[src/rtl/fpu_arb_pkg.sv]
// Shared constants for the fpu arbiter: FSM state encodings, fpu opcodes, word width.
package fpu_arb_pkg;

   localparam int FP_W = 32;

   localparam logic [1:0] ST_IDLE = 2'd0;
   localparam logic [1:0] ST_WAIT = 2'd1;
   localparam logic [1:0] ST_RESP = 2'd2;

   localparam logic [1:0] OP_ADD = 2'b00;
   localparam logic [1:0] OP_SUB = 2'b01;
   localparam logic [1:0] OP_DIV = 2'b10;
   localparam logic [1:0] OP_MUL = 2'b11;

endpackage

[src/rtl/fpu_rr_pick.sv]
// Combinational winner select: round-robin after last_i, or lowest index wins
// when FPU_ARB_FIXED_PRIO_EN is defined.
module fpu_rr_pick #(
   parameter int NREQ = 4,
   parameter int IDW  = 2
) (
   input  logic [NREQ-1:0] req_i,
   input  logic [IDW-1:0]  last_i,
   output logic [NREQ-1:0] gnt_o,
   output logic [IDW-1:0]  idx_o,
   output logic            any_o
);

   logic [NREQ-1:0] cand;

`ifdef FPU_ARB_FIXED_PRIO_EN
   logic unused_last;
   assign unused_last = ^last_i;
   assign cand = req_i;
`else
   logic [NREQ-1:0] hi_mask;
   logic [NREQ-1:0] req_hi;

   always_comb begin
      hi_mask = '0;
      for (int i = 0; i < NREQ; i++) begin
         hi_mask[i] = (i > int'(last_i));
      end
   end

   // Requests above the last winner go first; otherwise wrap to the bottom.
   assign req_hi = req_i & hi_mask;
   assign cand   = (|req_hi) ? req_hi : req_i;
`endif

   always_comb begin
      idx_o = '0;
      for (int i = NREQ - 1; i >= 0; i--) begin
         if (cand[i]) idx_o = IDW'(i);
      end
   end

   assign gnt_o = cand & (~cand + NREQ'(1));
   assign any_o = |req_i;

endmodule

[src/rtl/fpu_arbiter.sv]
// Shares one fpu among NREQ requesters with tagged responses.
// Optional macro FPU_ARB_FIXED_PRIO_EN selects fixed priority instead of round-robin.
module fpu_arbiter
   import fpu_arb_pkg::*;
#(
   parameter int NREQ    = 4,
   parameter int IDW     = 2,
   parameter int FPU_LAT = 1
) (
   input  logic                 clk,
   input  logic                 rst,
   input  logic [NREQ-1:0]      req_valid,
   output logic [NREQ-1:0]      req_ready,
   input  logic [NREQ*FP_W-1:0] req_a,
   input  logic [NREQ*FP_W-1:0] req_b,
   input  logic [NREQ*2-1:0]    req_op,
   output logic                 resp_valid,
   input  logic                 resp_ready,
   output logic [IDW-1:0]       resp_id,
   output logic [FP_W-1:0]      resp_data,
   output logic [FP_W-1:0]      fpu_a,
   output logic [FP_W-1:0]      fpu_b,
   output logic [1:0]           fpu_op,
   input  logic [FP_W-1:0]      fpu_out,
   output logic [1:0]           state_dbg
);

   localparam int CNTW = (FPU_LAT < 2) ? 1 : $clog2(FPU_LAT + 1);

   // Handshakes: a transfer happens on a posedge where valid and ready are both high;
   // requesters hold valid and operands until ready, the arbiter holds the result until resp_ready.

   logic [1:0]      state_q, state_d;
   logic [CNTW-1:0] cnt_q, cnt_d;
   logic [FP_W-1:0] a_q, a_d, b_q, b_d, data_q, data_d;
   logic [1:0]      op_q, op_d;
   logic [IDW-1:0]  id_q, id_d;
   logic [IDW-1:0]  pick_last;

   logic [NREQ-1:0] pick_gnt;
   logic [IDW-1:0]  pick_idx;
   logic            pick_any;

   logic [FP_W-1:0] a_arr [NREQ];
   logic [FP_W-1:0] b_arr [NREQ];
   logic [1:0]      op_arr [NREQ];

   for (genvar g = 0; g < NREQ; g++) begin : g_split
      assign a_arr[g]  = req_a[FP_W*g +: FP_W];
      assign b_arr[g]  = req_b[FP_W*g +: FP_W];
      assign op_arr[g] = req_op[2*g +: 2];
   end

`ifdef FPU_ARB_FIXED_PRIO_EN
   assign pick_last = '0;
`else
   logic [IDW-1:0] last_q, last_d;
   assign pick_last = last_q;
`endif

   fpu_rr_pick #(
      .NREQ (NREQ),
      .IDW  (IDW)
   ) u_pick (
      .req_i  (req_valid),
      .last_i (pick_last),
      .gnt_o  (pick_gnt),
      .idx_o  (pick_idx),
      .any_o  (pick_any)
   );

   always_comb begin
      state_d = state_q;
      cnt_d   = cnt_q;
      a_d     = a_q;
      b_d     = b_q;
      op_d    = op_q;
      id_d    = id_q;
      data_d  = data_q;
`ifndef FPU_ARB_FIXED_PRIO_EN
      last_d  = last_q;
`endif
      case (state_q)
         ST_IDLE: begin
            if (pick_any) begin
               a_d     = a_arr[pick_idx];
               b_d     = b_arr[pick_idx];
               op_d    = op_arr[pick_idx];
               id_d    = pick_idx;
`ifndef FPU_ARB_FIXED_PRIO_EN
               last_d  = pick_idx;
`endif
               cnt_d   = CNTW'(FPU_LAT);
               state_d = ST_WAIT;
            end
         end
         ST_WAIT: begin
            // Operands were stable one edge before the count starts, so cnt==0 marks a fresh fpu_out.
            if (cnt_q == '0) begin
               data_d  = fpu_out;
               state_d = ST_RESP;
            end else begin
               cnt_d = cnt_q - CNTW'(1);
            end
         end
         ST_RESP: begin
            if (resp_ready) state_d = ST_IDLE;
         end
         default: state_d = ST_IDLE;
      endcase
   end

   always_ff @(posedge clk) begin
      if (rst) begin
         state_q <= ST_IDLE;
         cnt_q   <= '0;
         a_q     <= '0;
         b_q     <= '0;
         op_q    <= OP_ADD;
         id_q    <= '0;
         data_q  <= '0;
`ifndef FPU_ARB_FIXED_PRIO_EN
         last_q  <= IDW'(NREQ - 1);
`endif
      end else begin
         state_q <= state_d;
         cnt_q   <= cnt_d;
         a_q     <= a_d;
         b_q     <= b_d;
         op_q    <= op_d;
         id_q    <= id_d;
         data_q  <= data_d;
`ifndef FPU_ARB_FIXED_PRIO_EN
         last_q  <= last_d;
`endif
      end
   end

   assign req_ready  = (state_q == ST_IDLE) ? pick_gnt : '0;
   assign resp_valid = (state_q == ST_RESP);
   assign resp_id    = id_q;
   assign resp_data  = data_q;
   assign fpu_a      = a_q;
   assign fpu_b      = b_q;
   assign fpu_op     = op_q;
   assign state_dbg  = state_q;

endmodule
[config.mk]
export PLATFORM = sky130hd
export DESIGN_NAME = fpu_arbiter
export DESIGN_NICKNAME = d
export VERILOG_FILES = /design/src/rtl/fpu_arb_pkg.sv /design/src/rtl/fpu_rr_pick.sv /design/src/rtl/fpu_arbiter.sv
export SDC_FILE = /design/constraint.sdc
export NUM_CORES = 1
export LEC_CHECK = 0
export BUFFER_PORTS_ARGS = -buffer_cell sky130_fd_sc_hd__buf_2
export CAP_MARGIN = 10
export CORE_AREA = 2 2 157 159
export CTS_CLUSTER_SIZE = 16
export DETAILED_ROUTE_END_ITERATION = 8
export DIE_AREA = 0 0 159 161
export PLACE_DENSITY = 0.6
export SLEW_MARGIN = 20
export SYNTH_ARGS = -nofsm -noshare
export SYNTH_HDL_FRONTEND = slang
export SYNTH_HIERARCHICAL = 1
export SYNTH_SLANG_ARGS = --single-unit
[constraint.sdc]
create_clock -name clk -period 3.7 [get_ports clk]
set_clock_uncertainty 0.2 [all_clocks]
set_input_delay 0.74 -clock clk [delete_from_list [all_inputs] [get_ports clk]]
set_output_delay 0.74 -clock clk [all_outputs]
set_load 0.05 [all_outputs]
==> reports/summary.log, run 1 <==
qor: clocking.post-cts-setup-buffer-count 0
qor: drt.remaining_drc_errors 0
qor: clocking.htreeDepth 3
qor: synth.synth_sequential_area_ratio 40.9%
qor: sta.setup_ws 0.890 ns
qor: synth.synth_xor_area_share 0%
qor: setup_path.timing.setup.critical_path_class input pin to primary output
qor: clocking.worst_setup_hold_path_clk_slew 0.07 ns
qor: synth.primary_flip_flop_cell_chosen_by_synthesis_mapping sky130_fd_sc_hd__dfxtp_1
qor: synth.synth-seq-cells 105
qor: floorplanning.placement_rows 57
qor: outcome.status completed
qor: synth.most_instantiated_library_cell_after_synthesis sky130_fd_sc_hd__dfxtp_1
qor: power.clock_power_share 22.6%
qor: drt.final_antenna_net_count 0
qor: synth.post_synth_most_frequent_cells sky130_fd_sc_hd__dfxtp_1, sky130_fd_sc_hd__nand2_1, sky130_fd_sc_hd__a22o_1, sky130_fd_sc_hd__mux4_2, sky130_fd_sc_hd__a21oi_1
qor: clocking.cts_tree done
qor: power.static-leakage-power 3.69 nW
qor: drt.via_per_inst 4.53
qor: synth.synth_cells 425
qor: synth.synth_compound_gate_area_share 16.8%
qor: floorplanning.ios 410
qor: synth.net_count_after_synthesis 728
qor: power.power_frac_seq 33.8%
qor: clocking.clock_tree_root_buffer_cell sky130_fd_sc_hd__clkbuf_16
qor: placed_design.globalplace.congestion 0.792
qor: setup_path.end_kind primary output
qor: floorplanning.start_util 21.4%
qor: synth.asyncSetResetFlopFracSynth 0%
qor: power.power.total 0.00417 W
qor: power.internal_power 0.00247 W
qor: grt.groute.usage.overall 14.3%
qor: final_layout.num-nets-final 1,117
qor: setup_path.cp-start-kind input pin
qor: synth.yosysTopAreaCell sky130_fd_sc_hd__dfxtp_1
qor: clocking.numCtsBuffers 9
qor: clocking.max-clock-path-buffers 2
qor: floorplanning.dieArea 25,600 um2
qor: drt.vias 5,186
qor: floorplanning.die_w 159 um
qor: run.max-cap-violations 0
qor: setup_path.cp_data_required_time 2.76 ns
qor: setup_path.reg2regPathDepth 6
qor: drt.postRouteWirelength 19,000 um
qor: synth.synth-simple-area-share 8.18%
qor: setup_path.timing.reg2reg.setup_slack 1.21 ns
qor: placed_design.port_buffers 409
qor: min_path.holdCritPathClass flop to flop
qor: setup_path.worst_r2r_end fpu_a[27]
qor: placed_design.post-place-ws 0.520 ns
qor: placed_design.post_dp_cell_area 7500 um2
qor: clocking.holdBufCountCts 0
qor: setup_path.crit_path_end req_ready[1]
qor: grt.overflow 0
qor: sta.maxSlewViolCount 0
qor: synth.post_synth_main_area_contributors sky130_fd_sc_hd__dfxtp_1, sky130_fd_sc_hd__mux4_2, sky130_fd_sc_hd__a22o_1
qor: floorplanning.floorplan.core_area 24,000 um2
qor: setup_path.cp_data_arrival_time 1.87 ns
qor: synth.synth_area_per_cell 12.1 um2
qor: sta.fmax 0.356 GHz
qor: grt.first_global_vias 5,123
qor: clocking.insertion_delay 0.35 ns
qor: power.power.share.combinational 43.6%
qor: sta.setup_total_negative_slack 0 ns
qor: synth.netlist.area_leader.share 40.9%
qor: sta.rsz0062_at_grt false
qor: grt.grt_max_degree 41
qor: clocking.cts_resized 0
qor: synth.main_combinational_cell_family_by_area_after_synthesis multiplexers
qor: grt.antenna_found_initial 3
qor: sta.slew_headroom 51.5%
qor: final_layout.final_design_area_no_fill 7780 um2
qor: sta.min_period_over_period 75.9%
qor: drt.wl_per_cell 16.6 um
qor: final_layout.drive_above_1_share 62.4%
qor: power.irDropWorstVdd 204 uV
qor: synth.syn_area 5140 um2
qor: synth.post_synth_fa_ha_maj_area_fraction 0%
qor: sta.timing_worst_slew_pin_value 0.727 ns
qor: power.p_switching 0.00170 W
qor: synth.ys_warn_count 6
qor: clocking.cts_sinks 105
qor: synth.multiplexer_area_fraction_after_synthesis 29.1%
qor: power.power-per-cell-area 536 nW/um2
qor: sta.fin_crit 2.81 ns
qor: sta.report.final.hold_viol_count 0
qor: placed_design.post-dp-hpwl 15,100 um
qor: floorplanning.die-height 161 um
qor: setup_path.critical_path.reg2reg.startpoint last_q[0]
qor: setup_path.crit_path_max_fanout 4
qor: grt.first_pass_grt_wire_length 28,600 um
qor: drt.dr.first_iter.drc_count 267
qor: setup_path.startpoint req_valid[2]
qor: drt.drt_pre_antenna_iters 4
qor: synth.post_synth_num_cell_types 32
qor: final_layout.syn2layout_area_growth 51.4%
qor: sta.final_setup_violation_count 0
qor: power.switching_share 40.8%
qor: synth.synth_enable_flop_cells 0
==> per-layer routing <==
layer,vias up,share of wire [%],track usage [%]
met1,2465,40,17.4
met5,-,0.068,0
met2,260,49,24.4
li1,2432,-,-
met4,2,2.5,5.29
met3,27,7.9,3.67
==> through the flow <==
stage               instances  hold slack (ns)  util [%]
finish                   1144            0.252      32.5
global route             1144            0.267      32.5
CTS                      1143            0.254      32.5
detailed placement       1127            0.243      31.3
global placement         1127            0.239      31.3
floorplan                 425            0.237         -
==> flip-flops by register name (all words and copies together), names as in the netlist <==
name / flops
fpu_b: 32
state_dbg: 2
last_q: 2
cnt_q: 1
resp_id: 2
fpu_op: 2
fpu_a: 32
resp_data: 32
==> cell type report <==
| type | count | area (um2) |
|---|---|---|
| fill | 2492 | 16200 |
| multi-input combinational | 276 | 2830 |
| timing repair buffer | 419 | 2150 |
| sequential | 105 | 2100 |
| tap | 324 | 405 |
| clock buffer | 10 | 229 |
| clock inverter | 6 | 51.3 |
| inverter | 3 | 11.3 |
| antenna | 1 | 2.50 |
==> power by group through the flow <==
stage	Combinational [W]	Sequential [W]	Clock (W)
final	0.00182	0.00141	0.000941
after global routing	0.00193	0.00143	0.00103
after CTS	0.00185	0.00141	0.000990
after detailed placement	0.00185	0.00143	0
after global placement	0.00183	0.00144	0
after floorplan	0.000785	0.00199	0
==> cells by family (layout without fill, tap and decap cells) <==
logic type,Yosys count,in the layout
and+or+nand+nor,93,93
AOI/OAI and AO/OA,116,116
DFF,105,105
buffers and inverters,44,438
muxes,67,67
other,0,1
==> critical path: stages <==
cell                        delay [ns]
sky130_fd_sc_hd__buf_2            0.13
sky130_fd_sc_hd__nor2_1           0.31
sky130_fd_sc_hd__a21oi_1          0.09
sky130_fd_sc_hd__o2bb2ai_1        0.18
sky130_fd_sc_hd__and2_1           0.14
sky130_fd_sc_hd__buf_2            0.27
==> layout by cell type (no fill, tap or decap), types with 3 or more instances in the layout <==
cell                        netlist  final
sky130_fd_sc_hd__nand2_1         69     69
sky130_fd_sc_hd__a21oi_1         42     41
sky130_fd_sc_hd__inv_1            3      3
sky130_fd_sc_hd__dfxtp_1        105    105
sky130_fd_sc_hd__nor2_1           4      4
sky130_fd_sc_hd__mux4_2          66     66
sky130_fd_sc_hd__clkbuf_16        0      9
sky130_fd_sc_hd__buf_4            1      8
sky130_fd_sc_hd__buf_2           15    409
sky130_fd_sc_hd__a22o_1          66     66
sky130_fd_sc_hd__and2_1           4      4
sky130_fd_sc_hd__nand2b_1         3      3
==> worst min path at each step <==
stage / from / endpoint / cells past startpoint
2_1_floorplan: last_q[1] / last_q[1] / 2
3_3_place_gp: resp_data[21] / resp_data[21] / 2
3_5_place_dp: resp_data[17] / resp_data[17] / 2
4_1_cts: resp_data[17] / resp_data[17] / 2
5_1_grt: resp_data[1] / resp_data[1] / 2
6_report: resp_data[10] / resp_data[10] / 2
Power figures use the tool's default switching activity.
==> inputs of run 2 (changes only) <==
Clock period 3.7 ns to 2.7 ns, I/O delays scaled along.
==> run 2 against run 1 <==
Compared with the run above:
- sequential power grew 37%
- hold slack lost 0.039 ns
- global-route usage grew 0.75 points
- critical endpoint unchanged
==> reports/summary.log, run 2 (synthesized netlist as in run 1, its figures left out) <==
qor: grt.first_global_vias 5,340 [+4.2%]
qor: drt.remaining_drc_errors 0 [unchanged]
qor: power.static-leakage-power 3.76 nW [+1.7%]
qor: drt.final_antenna_net_count 0 [unchanged]
qor: power.irDropWorstVdd 254 uV [+25%]
qor: setup_path.crit_path_max_fanout 6 [+2]
qor: power.internal_power 0.00345 W [+40%]
qor: clocking.cts_sinks 105 [unchanged]
qor: sta.min_period_over_period 91.5%
qor: clocking.numCtsBuffers 9 [unchanged]
qor: setup_path.slowest_delay 0.47 ns [+0.16 ns]
qor: clocking.insertion_delay 0.35 ns [about the same]
qor: setup_path.critical_path_buf_inv_count 2 [unchanged]
qor: drt.postRouteWirelength 19,800 um [+4.4%]
qor: power.power_frac_seq 33.1% [-0.7 points]
qor: final_layout.num-nets-final 1,124 [+0.63%]
qor: placed_design.post-dp-hpwl 15,600 um [+3.5%]
qor: clocking.max-clock-path-buffers 2 [unchanged]
qor: sta.slew_headroom 71.6% [+20 points]
qor: clocking.htreeDepth 3 [unchanged]
qor: clocking.clock_tree_root_buffer_cell sky130_fd_sc_hd__clkbuf_16
qor: placed_design.post-place-ws -0.0288 ns [-0.548 ns]
qor: setup_path.startpoint last_q[0]
qor: placed_design.port_buffers 409 [unchanged]
qor: final_layout.drive_above_1_share 62.8% [+0.44 points]
qor: floorplanning.die-height 161 um [unchanged]
qor: sta.final_setup_violation_count 0 [unchanged]
qor: placed_design.post-place-cells 1,134 [+0.62%]
qor: setup_path.worstPathCellList nand2b_1 -> buf_4 -> a21oi_1 -> o2bb2ai_1 -> and2_1 -> buf_2
qor: outcome.status completed
qor: sta.fin_crit 2.47 ns
qor: drt.drt_pre_antenna_iters 5 [+1]
qor: sta.rsz0062_at_grt false
qor: power.p_switching 0.00238 W [+40%]
qor: setup_path.critical_path.reg2reg.startpoint last_q[0]
qor: final_layout.most-common-layout-cells sky130_fd_sc_hd__buf_2, sky130_fd_sc_hd__dfxtp_1, sky130_fd_sc_hd__nand2_1
qor: drt.via_per_inst 4.59 [+1.2%]
qor: min_path.holdCritPathClass input pin to flop
qor: min_path.hold_path_startpoint fpu_out[21]
qor: drt.vias 5,289 [+2.0%]
qor: grt.antenna_found_initial 3 [unchanged]
qor: placed_design.globalplace.congestion 0.814 [+2.9%]
qor: floorplanning.ios 410 [unchanged]
qor: power.switching_share 40.8% [about the same]
qor: setup_path.cp-start-kind flop
qor: sta.setup_ws 0.230 ns [-0.660 ns]
qor: clocking.cts_tree done
qor: setup_path.cpLargestDelayFamily flip-flops
qor: power.power-per-cell-area 737 nW/um2 [+37%]
qor: floorplanning.die_w 159 um [unchanged]
qor: setup_path.crit_slowest_cell sky130_fd_sc_hd__dfxtp_1
qor: power.clock_power_share 23.1% [+0.5 points]
qor: floorplanning.floorplan.core_area 24,000 um2 [unchanged]
qor: grt.overflow 0 [unchanged]
qor: floorplanning.start_util 21.4% [unchanged]
qor: final_layout.syn2layout_area_growth 54.1%
qor: final_layout.final_common_cell sky130_fd_sc_hd__buf_2
qor: sta.maxSlewViolCount 0 [unchanged]
qor: drt.dr.first_iter.drc_count 326 [+22%]
qor: sta.fmax 0.405 GHz
qor: grt.groute.usage.overall 15.0% [+0.75 points]
qor: final_layout.fin_cells 1,153 [+0.79%]
qor: run.max-cap-violations 0 [unchanged]
qor: power.power.share.combinational 43.8% [+0.2 points]
qor: grt.grt_max_degree 40 [-2.4%]
qor: floorplanning.dieArea 25,600 um2 [unchanged]
qor: drt.wl_per_cell 17.2 um [+3.6%]
qor: setup_path.cp_data_required_time 1.96 ns [-0.80 ns]
qor: grt.first_pass_grt_wire_length 30,000 um [+4.9%]
qor: sta.report.final.hold_viol_count 0 [unchanged]
qor: sta.worst_hold_slack 0.213 ns [-0.0388 ns]
qor: setup_path.timing.setup.critical_path_class flop to primary output
qor: clocking.post-cts-setup-buffer-count 0 [unchanged]
qor: setup_path.end_kind primary output
qor: floorplanning.placement_rows 57 [unchanged]
qor: clocking.worst_setup_hold_path_clk_slew 0.08 ns [about the same]
qor: sta.timing_worst_slew_pin_value 0.426 ns [-0.301 ns]
qor: setup_path.cp_data_arrival_time 1.73 ns [-0.14 ns]
run 2: cell count changes in the layout (fill, tap and decap cells not counted), sizes merged:
| cell | before | now |
|---|---|---|
| buf | 419 | 426 |
| diode | 1 | 3 |
| clkbuf | 10 | 9 |
| clkinv | 1 | 2 |
| clkinvlp | 2 | 1 |
| inv | 6 | 7 |
run 2: final timing paths:
| kind | endpoint | slack [ns] | cells after the start |
|---|---|---|---|
| min | resp_data[21] | 0.21 | 3 |
| min reg2reg | resp_data[8] | 0.25 | 2 |
| max | req_ready[1] | 0.23 | 6 |
| max reg2reg | fpu_a[4] | 0.30 | 7 |
run 2: per-layer routing:
metal	up-vias	routed length, um	track usage [%]
li1	2450	-	-
met1	2533	7840	17.3
met2	274	9960	26.5
met3	32	1520	4.24
met4	0	521	5.87
met5	-	0	0
run 2: cell type report:
type | instances | area (um2)
Clock buffer | 9 | 225
Inverter | 3 | 11.3
Fill cell | 2466 | 16000
Tap cell | 324 | 405
Clock inverter | 7 | 70.1
Multi-Input combinational cell | 276 | 2830
Sequential cell | 105 | 2100
Timing Repair Buffer | 426 | 2260
Antenna cell | 3 | 7.51
run 2: repair_timing:
action,in CTS,in global routing
gates resized for setup,0,1
endpoints found under the setup margin,0,1
hold buffers,0,0
run 2: worst min-delay path, cell delays in order:
cell                      delay (ns)
sky130_fd_sc_hd__buf_2          0.09
sky130_fd_sc_hd__nand2_1        0.04
sky130_fd_sc_hd__a21oi_1        0.05
run 2: stage by stage:
step	setup TNS [ns]	total power, W	area [um2]	utilization [%]
2_1_floorplan	0	0.00381	5140	-
3_3_place_gp	0	0.00452	7610	31.8
3_5_place_dp	-0.211	0.00455	7610	31.8
4_1_cts	0	0.00594	7910	33.0
5_1_grt	0	0.00614	7910	33.0
6_report	0	0.00583	7920	33.0
run 2: power groups by stage:
| stage | sequential (W) | clock [W] | combinational, W |
|---|---|---|---|
| 2_1_floorplan | 0.00273 | 0 | 0.00108 |
| 3_3_place_gp | 0.00196 | 0 | 0.00256 |
| 3_5_place_dp | 0.00196 | 0 | 0.00259 |
| 4_1_cts | 0.00193 | 0.00142 | 0.00259 |
| 5_1_grt | 0.00196 | 0.00147 | 0.00271 |
| 6_report | 0.00193 | 0.00135 | 0.00256 |
